==> config.mk <==
export PLATFORM = sky130hd
export DESIGN_NAME = trap_sequencer
export DESIGN_NICKNAME = d
export VERILOG_FILES = /design/src/rtl/trap_sequencer.sv
export SDC_FILE = /design/constraint.sdc
export NUM_CORES = 1
export LEC_CHECK = 0
export CAP_MARGIN = 20
export CORE_AREA = 5 5 229 231
export CTS_CLUSTER_DIAMETER = 200
export DETAILED_ROUTE_END_ITERATION = 10
export DIE_AREA = 0 0 234 236
export HOLD_SLACK_MARGIN = 0.1
export PLACE_DENSITY = 0.57
export SYNTH_ARGS = -nofsm -noshare
export SYNTH_HDL_FRONTEND = slang
export SYNTH_SLANG_ARGS = --single-unit
==> constraint.sdc <==
create_clock -name i_clk -period 3 [get_ports i_clk]
set_clock_uncertainty 0.1 [all_clocks]
set_input_delay 0.75 -clock i_clk [delete_from_list [all_inputs] [get_ports i_clk]]
set_output_delay 0.75 -clock i_clk [all_outputs]
set_load 0.05 [all_outputs]
==> src/rtl/trap_sequencer.sv <==
// Trap/mret sequencer: arbitrates F/E exceptions and mret, commits the winner to the CSR unit,
// flushes the pipeline for a fixed drain period, then issues one PC redirect.
module trap_sequencer #(
    parameter logic [1:0] XLEN         = 2'b10,
    parameter logic [3:0] NONE_CODE    = 4'hF,
    parameter int         DRAIN_CYCLES = 3,
    localparam int        W            = 1 << (XLEN + 4)
) (
    input  logic         i_clk,
    input  logic         i_rst,
    input  logic         i_clk_en,
    input  logic         i_exc_valid_f,
    input  logic [3:0]   i_exc_code_f,
    input  logic [W-1:0] i_exc_pc_f,
    input  logic         i_exc_valid_e,
    input  logic [3:0]   i_exc_code_e,
    input  logic [W-1:0] i_exc_pc_e,
    input  logic [W-1:0] i_exc_addr_e,
    input  logic         i_mret_e,
    input  logic [W-1:0] i_mtvec,
    input  logic [W-1:0] i_mepc,
    output logic [3:0]   o_exception_code_f,
    output logic [W-1:0] o_exception_pc_f,
    output logic [3:0]   o_exception_code_e,
    output logic [W-1:0] o_exception_pc_e,
    output logic [W-1:0] o_exception_addr_e,
    output logic         o_mret_e,
    output logic         o_stall,
    output logic         o_flush,
    output logic         o_redirect_valid,
    output logic [W-1:0] o_redirect_pc
);

    typedef enum logic [1:0] {S_IDLE, S_COMMIT, S_DRAIN, S_REDIRECT} state_t;
    typedef enum logic [1:0] {EV_F, EV_E, EV_MRET} ev_t;

    localparam logic [3:0]   DRAIN_LAST = 4'(DRAIN_CYCLES - 1);
    localparam logic [W-1:0] MODE_MASK  = ~W'(3);

    state_t       state_q, state_d;
    ev_t          ev_q, ev_d;
    logic [3:0]   cnt_q, cnt_d;
    logic [3:0]   code_q, code_d;
    logic [W-1:0] pc_q, pc_d;
    logic [W-1:0] addr_q, addr_d;

    always_ff @(posedge i_clk or negedge i_rst) begin
        if (!i_rst) begin
            state_q <= S_IDLE;
            ev_q    <= EV_F;
            cnt_q   <= '0;
            code_q  <= '0;
            pc_q    <= '0;
            addr_q  <= '0;
        end else begin
            state_q <= state_d;
            ev_q    <= ev_d;
            cnt_q   <= cnt_d;
            code_q  <= code_d;
            pc_q    <= pc_d;
            addr_q  <= addr_d;
        end
    end

    always_comb begin
        state_d = state_q;
        ev_d    = ev_q;
        cnt_d   = cnt_q;
        code_d  = code_q;
        pc_d    = pc_q;
        addr_d  = addr_q;
        if (i_clk_en) begin
            case (state_q)
                S_IDLE: begin
                    // Execute beats mret beats fetch; losers are refetched after the flush.
                    if (i_exc_valid_e) begin
                        state_d = S_COMMIT;
                        ev_d    = EV_E;
                        code_d  = i_exc_code_e;
                        pc_d    = i_exc_pc_e;
                        addr_d  = i_exc_addr_e;
                    end else if (i_mret_e) begin
                        state_d = S_COMMIT;
                        ev_d    = EV_MRET;
                        code_d  = NONE_CODE;
                        pc_d    = '0;
                        addr_d  = '0;
                    end else if (i_exc_valid_f) begin
                        state_d = S_COMMIT;
                        ev_d    = EV_F;
                        code_d  = i_exc_code_f;
                        pc_d    = i_exc_pc_f;
                        addr_d  = '0;
                    end
                end
                S_COMMIT: begin
                    state_d = S_DRAIN;
                    cnt_d   = '0;
                end
                S_DRAIN: begin
                    if (cnt_q == DRAIN_LAST) begin
                        state_d = S_REDIRECT;
                        cnt_d   = '0;
                    end else begin
                        cnt_d = cnt_q + 4'd1;
                    end
                end
                S_REDIRECT: state_d = S_IDLE;
                default:    state_d = S_IDLE;
            endcase
        end
    end

    always_comb begin
        o_exception_code_f = NONE_CODE;
        o_exception_pc_f   = '0;
        o_exception_code_e = NONE_CODE;
        o_exception_pc_e   = '0;
        o_exception_addr_e = '0;
        o_mret_e           = 1'b0;
        o_stall            = (state_q != S_IDLE);
        o_flush            = (state_q == S_COMMIT) || (state_q == S_DRAIN);
        o_redirect_valid   = (state_q == S_REDIRECT);
        o_redirect_pc      = '0;
        if (state_q == S_COMMIT) begin
            case (ev_q)
                EV_E: begin
                    o_exception_code_e = code_q;
                    o_exception_pc_e   = pc_q;
                    o_exception_addr_e = addr_q;
                end
                EV_MRET: o_mret_e = 1'b1;
                default: begin
                    o_exception_code_f = code_q;
                    o_exception_pc_f   = pc_q;
                end
            endcase
        end
        // CSR values are read live here so the commit's own update is already visible.
        if (state_q == S_REDIRECT) begin
            o_redirect_pc = (ev_q == EV_MRET) ? i_mepc : (i_mtvec & MODE_MASK);
        end
    end

endmodule

---- Word level (Yosys, flattened, before mapping) ----
Index checks and enable logic that the tools add are counted.
word-level totals
  bits in registers ....................... 140
  input port bits ......................... 334
  output and inout port bits .............. 268
  word-level logic and storage cells ...... 57
cells by class
  add/subtract/negate cells ............... 1
  equality and inequality tests ........... 8
  multiplexer cells ....................... 33
  reductions and logical operators ........ 9
operator list
  cell                   number
  $mux W64               14
  $mux W4                8
  $mux W2                7
  $pmux W2 S4            1
  $pmux W4 S2            1
  $eq A2 B2 Y1 const B   3
  $reduce_and A3 Y1      2
  $add A4 B1 Y4 const B  1
  $eq A2 B1 Y1 const B   2
  $eq A4 B2 Y1 const B   1
  $ne A4 B4 Y1 const B   1
  $reduce_bool A2 Y1     2
  $reduce_bool A3 Y1     1
  $logic_not A2 Y1       1
  $mux W1                2
  $ne A2 B2 Y1 const B   1
  $reduce_and A2 Y1      1
  $reduce_or A2 Y1       1
  $logic_or A1 B1 Y1     1

---- Longest topological paths before layout ----
Gate-level depths: netlist of the first run.
  word-level depth ........................ 4
  mapped depth ............................ 8
  gate-level depth less buffers ........... 5

---- Worst setup path before layout of the first run ----
No wires, ideal clock.
  path type ............................... flip-flop to output port
  from .................................... reg state_q[0]
  to ...................................... out o_redirect_pc[10]
  arrival time ............................ 2092 ps
  required time ........................... 2150 ps
  slack ................................... 58 ps
  cell stages (with the launch flop) ...... 5
  buffers on the path ..................... 2
  cell sequence ........................... dfrtp_1 -> ha_1 -> clkbuf_1 -> clkbuf_1 -> nor2b_1
on the way
  cells in the longest elaborated chain, start to end .. 2
ends and longest elaborated chain
  element                     line  text
  from (decl)                 40    state_t state_q, state_d;
  from (signal assigned)      56    state_q <= state_d;
  $eq A2 B2 Y1                -
  named net o_redirect_valid  30    output logic o_redirect_valid,
  $mux W64                    140   if (state_q == S_REDIRECT) begin
  to (decl)                   31    output logic [W-1:0] o_redirect_pc
The timed path passes the listed nets, and every way through them passes these cells.

---- Worst setup path in the final report of the first run ----
  from .................................... reg ev_q[0]
  to ...................................... out o_redirect_pc[30]
on the way
  cells in the longest elaborated chain, start to end .. 3
ends and longest elaborated chain
  element                 line  text
  from (decl)             41    ev_t ev_q, ev_d;
  from (signal assigned)  57    ev_q <= ev_d;
  $eq A2 B2 Y1            141   o_redirect_pc = (ev_q == EV_MRET) ? i_mepc : (i_mtvec & MODE_MASK);
  $mux W64                141
  $mux W64                140
Every way passes these cells.

==> flow_summary.yaml, run 1 <==
worst_setup_path:
  path_delay_family: "buffers and inverters"
  end_kind: "output pin"
  worstReg2RegStart: "cnt_q[0]"
  rr_worst_depth: 5
  crit_buf_inv: 3
  setup.worst_path.start: "ev_q[0]"
  critPathMaxFanout: 34
  crit_path_end: "o_redirect_pc[30]"
  cp_slowest_stage_delay_ps: 430
  arrival_ps: 2100
  start_kind: "register"
  worstPathCellList: "inv_2, ha_4, buf_16, mux2i_4, nor2b_1, buf_12"
  critical_path_class: "reg2out"
  critical_path_required_ps: 2150
  critPathSlowestCell: "dfrtp_1"
  worstSetupPathDepth: 6
  r2r_end: "state_q[1]"
  timing.reg2reg.setup_slack_ps: 1000
timing:
  tightest_slew_ps: 581
  rsz0062_at_grt: "false"
  holdWs_ps: 146
  post-route-period-util_pct: 98.4
  relSlewSlack_pct: 61.3
  final-setup-viol-count: 0
  finalHoldViolations: 0
  period_needed_ps: 2950
  slew_viol_final: 0
  fin_ws_ps: 47.3
  fin_tns_setup_ps: 0
  fmax_mhz: 339
clocking:
  htreeDepth: 4
  cts_num_sinks: 140
  clk_pin_slew_ps: 60
  cts_hold_buf: 0
  clk_path_buf_depth: 2
  cts_made_buffers: 17
  cts_tree: "done"
  root_buffer: "clkbuf_16"
  insertion_delay_ps: 450
detailed_routing:
  drc: 0
  wl_um: 50100
  detailroute.via_count: 9701
  postRouteAntennaNets: 0
  via_per_inst: 4.30
  post_drt_wl_per_cell_um: 22.2
  firstDrtPassIters: 4
  drt_iter0_drc: 410
synth:
  syn_area_per_cell_um2: 8.40
  synth.top_cells.by_area: "dfrtp_1, and3_1, nand2_1"
  syn_inst: 1019
  synth_most_common_cell: "nand2_1"
  yosysTopAreaCell: "dfrtp_1"
  syn_nets: 1362
  synthArstFlopShare_pct: 100
  yosys_warnings: 0
  synth.distinct_cells: 32
  yosys-top-cells-count: "nand2_1, and3_1, dfrtp_1"
  ys_ff_latch: 140
  ys_seq_area_share_pct: 40.9
  synth-edff-count: 0
  synth_area_um2: 8560
  synth_top_area_share_pct: 40.9
  ys.flop_type: "dfrtp_1"
placed_design:
  gp_congestion: 0.810
  place_hpwl_um: 39700
  port_buffers: 599
  place_ws_ps: 231
layout:
  syn_to_final_growth_pct: 119
  nNetsFinal: 1910
  utilization_pct: 37.5
  drive_above_1_share_pct: 22.7
grt:
  antenna_found_initial: 2
  grt_pass1_wl_um: 71200
  grt_max_degree: 101
  overflow: 0
  track_usage_pct: 17.5
  grt_pass1_vias: 10100
die:
  dieArea_um2: 55200
  initial_core_util_pct: 17.2
  ios: 602
  die_x_um: 234
  core_area_um2: 49900
  num_rows: 82
  die_h_um: 236
job:
  max-cap-violations: 0
pwr:
  p_per_area_nw_per_um2: 837
  power_uw: 15700
  ir_worst_vdd_uv: 391
  p_leak_uw: 0.00826
min_path:
  min_path_type: "in2async"
run_status:
  status: "finished clean"
routing by layer:
layer  global-route usage, %  wire, um
met5                       0        18
met3                    6.45      4460
met4                    10.8      3470
met2                    30.2     24800
met1                    17.8     17400
cells by family after synthesis:
logic type / count (synthesis) / share of synthesized area, %
AO/OA/AOI/OAI: 211 / 14.7
AND/OR/NAND/NOR: 481 / 29.2
adder cells (fa/ha/maj): 9 / 1.32
multiplexers: 64 / 7.50
buffers and inverters: 114 / 6.46
flip-flops: 140 / 40.9
report_power, final:
part           total [uW]  leakage, uW  internal [uW]  switching [uW]
Combinational        9990      0.00613           4200            5790
Sequential           3240      0.00181           2690             556
Clock                2420     0.000320           1500             923
Total               15700      0.00826           8390            7270
state kept, by name, summed over array words and instances, names as in the netlist:
register / cells
pc_q: 64
code_q: 4
addr_q: 64
ev_q: 2
state_q: 2
cnt_q: 4
through the flow:
stage	std cells	cell area, um2
2_1_floorplan	1019	8560
3_3_place_gp	2217	18000
3_5_place_dp	2217	18000
4_1_cts	2252	18700
5_1_grt	2252	18700
6_report	2255	18700
placed cells by master, fill, tap and decap left out, types with 5 or more instances in the layout:
master and instances:
a22oi_1 64, and3_1 192, buf_12 277, buf_4 26
bufinv_16 5, clkbuf_16 17, clkdlybuf4s50_1 329, dfrtp_1 140
ha_1 5, inv_1 7, mux2i_1 60, nand2_1 206
nor2b_1 63, o21ai_0 109, o21ai_1 30, or2_2 9
timing repair:
action / 4_1_cts / 5_1_grt
endpoints found under the setup margin: 27 / 18
hold endpoints to repair: 0 / 0
buffers inserted: 3 / 0
resized for setup: 5 / 4
worst min-delay path by stage:
stage                     depth (start not counted)  slack [ps]          to
after global placement                            2         360  addr_q[14]
final                                             1         150  addr_q[47]
after floorplan                                   2         340   addr_q[0]
after detailed placement                          2         370  addr_q[22]
after global routing                              1         170  addr_q[47]
after CTS                                         1         160  addr_q[47]
final cells by class:
class | count | area, um2
Clock inverter | 14 | 216
Tap cell | 672 | 841
Antenna cell | 3 | 7.51
Fill cell | 4920 | 31100
Inverter | 8 | 30.0
Clock buffer | 18 | 439
Multi-Input combinational cell | 765 | 4580
Sequential cell | 140 | 3500
Timing Repair Buffer | 635 | 9100
Note: power is estimated with default switching activity, not from simulation.
==> run 2, diff against run 1 <==
Settings changed: ABC_AREA from default to 1.
==> flow_summary.yaml, run 2 <==
grt:
  overflow: 0
  antenna_found_initial: 5
  grt_pass1_wl_um: 63300
  track_usage_pct: 14.9
  grt_pass1_vias: 10500
  grt_max_degree: 66
clocking:
  cts_num_sinks: 140
  clk_pin_slew_ps: 60
  cts_tree: "done"
  htreeDepth: 4
  root_buffer: "clkbuf_16"
  cts_made_buffers: 17
  insertion_delay_ps: 440
  cts_hold_buf: 0
  clk_path_buf_depth: 2
die:
  dieArea_um2: 55200
  initial_core_util_pct: 17.0
  ios: 602
  core_area_um2: 49900
  num_rows: 82
  die_x_um: 234
  die_h_um: 236
synth:
  yosys-top-cells-count: "nand2_1, nor2_1, inv_1"
  synth_most_common_cell: "nand2_1"
  ys_seq_area_share_pct: 41.2
  synth.top_cells.by_area: "dfrtp_1, nand2_1, nor2_1"
  syn_inst: 1349
  ys_ff_latch: 140
  synth_area_um2: 8500
  ys.flop_type: "dfrtp_1"
  syn_nets: 1692
  synth_top_area_share_pct: 41.2
  synth.distinct_cells: 22
  yosysTopAreaCell: "dfrtp_1"
  synth-edff-count: 0
  syn_area_per_cell_um2: 6.30
  yosys_warnings: 0
  synthArstFlopShare_pct: 100
timing:
  relSlewSlack_pct: 51.1
  period_needed_ps: 2900
  fin_tns_setup_ps: 0
  finalHoldViolations: 0
  fmax_mhz: 345
  final-setup-viol-count: 0
  slew_viol_final: 0
  tightest_slew_ps: 733
  rsz0062_at_grt: "true"
  post-route-period-util_pct: 96.7
placed_design:
  dp_cells: 2562
  gp_congestion: 0.817
  place_hpwl_um: 33600
  place_area_um2: 17200
  port_buffers: 599
layout:
  fillCellCount: 5161
  final_common_cell: "nand2_1"
  syn_to_final_growth_pct: 111
  finish.instance_area_um2: 17900
  top_regs: "addr_q x64, pc_q x64"
  mostFrequentLayoutCells: "nand2_1, clkdlybuf4s50_1, nor2_1"
  layout.cells.non_filler: 2597
  nNetsFinal: 2255
  drive_above_1_share_pct: 18.3
worst_setup_path:
  critical_path_required_ps: 2150
  start_kind: "register"
  end_kind: "output pin"
  critical_path_class: "reg2out"
  critPathMaxFanout: 55
  arrival_ps: 2050
detailed_routing:
  detailroute.via_count: 10500
  via_per_inst: 4.04
  post_drt_wl_per_cell_um: 16.5
  firstDrtPassIters: 5
  postRouteAntennaNets: 0
  drt_iter0_drc: 444
  wl_um: 43000
  drc: 0
job:
  max-cap-violations: 0
pwr:
  p_per_area_nw_per_um2: 749
  ir_worst_vdd_uv: 429
  power_uw: 13400
  p_leak_uw: 0.00822
run_status:
  status: "finished clean"
min_path:
  min_path_type: "in2async"
run 2: cell count changes after synthesis, moves of 47 or more:
| cell | change |
|---|---|
| nand3_1 | +65 |
| mux2i_1 | -63 |
| o21ai_0 | -49 |
| inv_1 | +138 |
| nand2_1 | +217 |
| a22oi_1 | -64 |
| clkbuf_1 | -47 |
| nor2_1 | +323 |
| and3_1 | -194 |
| nor2b_1 | -63 |
run 2: critical path, stage by stage (launching register included):
cell and delay (ps):
dfrtp_1 420, inv_1 120, ha_4 250, buf_12 250
o21ai_0 170, nor2_1 210, buf_12 170
run 2: metrics by stage:
step / hold slack (ps) / utilization, % / setup slack, ps
after floorplan: 349 / - / 22.1
after global placement: 362 / 34.5 / 314
after detailed placement: 365 / 34.5 / 289
after CTS: 133 / 35.9 / -13.5
after global routing: 144 / 36.0 / -37.5
final: 141 / 36.0 / 100
run 2: cell families (layout without fill, tap and decap cells):
logic type	count (synthesis)	in the layout	synth area share, %
buffers and inverters	240	814	11.5
adder cells (fa/ha/maj)	9	9	1.33
flip-flops	140	140	41.2
other	0	1	0
AND/OR/NAND/NOR	820	821	37.6
AO/OA/AOI/OAI	140	140	8.33
run 2: cell type report:
class / instances / area (um2) / share of cell area (%)
Clock buffer: 20 / 447 / 2.49
Clock inverter: 11 / 191 / 1.07
Multi-Input combinational cell: 970 / 4100 / 22.8
Sequential cell: 140 / 3500 / 19.5
Tap cell: 672 / 841 / 4.69
Antenna cell: 1 / 2.50 / 0.0140
Timing Repair Buffer: 633 / 8280 / 46.2
Inverter: 150 / 571 / 3.18
run 2: worst paths after layout:
check,start,endpoint,slack [ps],cells after the start
max,ev_q[0],o_redirect_pc[61],100,6
min,i_rst,pc_q[42],140,1
max reg2reg,state_q[1],addr_q[50],1040,9
min reg2reg,addr_q[22],addr_q[22],380,2
max in group asynchronous,i_rst,addr_q[53],1930,2
min in group i_clk,addr_q[22],addr_q[22],380,2
run 2: routing by layer:
| metal | global-route usage [%] | wire [um] |
|---|---|---|
| met1 | 16.8 | 16400 |
| met2 | 25.3 | 21000 |
| met3 | 6.65 | 4630 |
| met4 | 4.43 | 920 |
| met5 | 0 | 34 |
run 2: where the power goes:
group	total, uW	switching, uW	internal [uW]	leakage, uW
registers	2970	327	2640	0.00181
logic	8090	5030	3070	0.00611
clock network	2380	885	1490	0.000303
run 2: repair_timing:
action,4_1_cts,5_1_grt
resized for setup,8,11
cloned,1,0
buffers inserted,2,0
endpoints found under the setup margin,194,92
==> run 3, diff against run 2 <==
Settings changed: CTS_CLUSTER_DIAMETER 200 to default, SKIP_LAST_GASP from default to 1.
==> flow_summary.yaml, run 3 (same netlist as run 2, synthesis figures left out) <==
run_status:
  status: "finished clean"
clocking:
  htreeDepth: 4
  cts_tree: "done"
  cts_made_buffers: 17
  insertion_delay_ps: 440
  clk_path_buf_depth: 2
  cts_hold_buf: 0
  root_buffer: "clkbuf_16"
  cts_num_sinks: 140
  clk_pin_slew_ps: 60
timing:
  finalHoldViolations: 0
  fmax_mhz: 344
  fin_ws_ps: 93.0
  slew_viol_final: 0
  tightest_slew_ps: 727
  relSlewSlack_pct: 51.5
  final-setup-viol-count: 0
  rsz0062_at_grt: "true"
  period_needed_ps: 2910
  post-route-period-util_pct: 96.9
layout:
  syn_to_final_growth_pct: 112
  top_regs: "addr_q x64, pc_q x64"
  mostFrequentLayoutCells: "nand2_1, clkdlybuf4s50_1, nor2_1"
  nNetsFinal: 2255
  fillCellCount: 5162
  drive_above_1_share_pct: 19.6
  finish.instance_area_um2: 18000
  final_common_cell: "nand2_1"
  multi_input_area_um2: 4160
  regArea_um2: 3500
worst_setup_path:
  start_kind: "register"
  timing.reg2reg.setup_slack_ps: 1020
  worstSetupPathDepth: 6
  setup.worst_path.start: "state_q[1]"
  worstPathCellList: "inv_1, ha_4, nand2_8, buf_12, nor2_1, buf_12"
  critPathMaxFanout: 42
  arrival_ps: 2060
  crit_buf_inv: 3
  crit_top_cell: "buf_12"
  worstReg2RegStart: "state_q[1]"
  critPathSlowestCell: "dfrtp_1"
  end_kind: "output pin"
  rr_worst_depth: 9
  cp_slowest_stage_delay_ps: 410
  r2r_end: "addr_q[50]"
  path_delay_family: "buffers and inverters"
  critical_path_required_ps: 2150
  crit_path_end: "o_exception_addr_e[48]"
  critical_path_class: "reg2out"
job:
  max-cap-violations: 0
die:
  dieArea_um2: 55200
  initial_core_util_pct: 17.0
  ios: 602
  die_x_um: 234
  core_area_um2: 49900
  num_rows: 82
  die_h_um: 236
placed_design:
  place_area_um2: 17200
  place_hpwl_um: 33600
  port_buffers: 599
  place_ws_ps: 289
  gp_congestion: 0.817
detailed_routing:
  firstDrtPassIters: 7
  drt_iter0_drc: 415
  detailroute.via_count: 10500
  postRouteAntennaNets: 0
  via_per_inst: 4.04
  post_drt_wl_per_cell_um: 16.6
  drc: 0
  wl_um: 43100
grt:
  track_usage_pct: 14.9
  grt_pass1_vias: 10500
  grt_pass1_wl_um: 63300
  antenna_found_initial: 5
  grt_max_degree: 66
  overflow: 0
pwr:
  p_leak_uw: 0.00822
  ir_worst_vdd_uv: 438
  power_uw: 13500
  p_per_area_nw_per_um2: 750
min_path:
  min_path_type: "in2async"
-- run 3: timing repair --
| item | in CTS | in global routing |
|---|---|---|
| buffers inserted | 2 | 0 |
| endpoints found under the hold margin | 0 | 0 |
| cloned | 1 | 0 |
| setup endpoints to repair | 194 | 93 |
| resized for setup | 7 | 36 |
-- run 3: metrics by stage --
step | cells | hold WS [ps] | util [%] | setup TNS, ps
global route | 2597 | 144 | 36.1 | -242
floorplan | 1349 | 349 | - | 0
finish | 2597 | 140 | 36.1 | 0
global placement | 2562 | 362 | 34.5 | 0
detailed placement | 2562 | 365 | 34.5 | 0
CTS | 2596 | 133 | 35.9 | -64.5
-- run 3: worst min path at each step --
| stage | slack [ps] | cells after the start | endpoint | startpoint |
|---|---|---|---|---|
| floorplan | 350 | 0 | addr_q[0] | i_rst |
| finish | 140 | 1 | pc_q[42] | i_rst |
| global route | 140 | 1 | pc_q[50] | i_rst |
| CTS | 130 | 1 | pc_q[42] | i_rst |
| detailed placement | 370 | 2 | addr_q[31] | addr_q[31] |
| global placement | 360 | 2 | addr_q[30] | addr_q[30] |
-- run 3: metal layers --
layer / vias to the layer above / wire length, um / track usage, %
li1: 5183 / - / -
met1: 4847 / 16500 / 16.8
met2: 393 / 21000 / 25.3
met3: 52 / 4610 / 6.65
met4: 6 / 878 / 4.43
met5: - / 34 / 0
-- run 3: final cells by class --
cell class                 instances  share of cell area, %
antenna                            1                 0.0139
multi-input combinational        970                   23.1
sequential                       140                   19.5
inverter                         150                   3.17
clock buffer                      20                   2.48
clock inverter                    11                   1.06
timing repair buffer             633                   46.0
tap                              672                   4.67
-- run 3: where the power goes --
group / internal (uW) / switching (uW)
sequential: 2640 / 327
clock: 1490 / 882
combinational: 3080 / 5080
total: 7220 / 6280
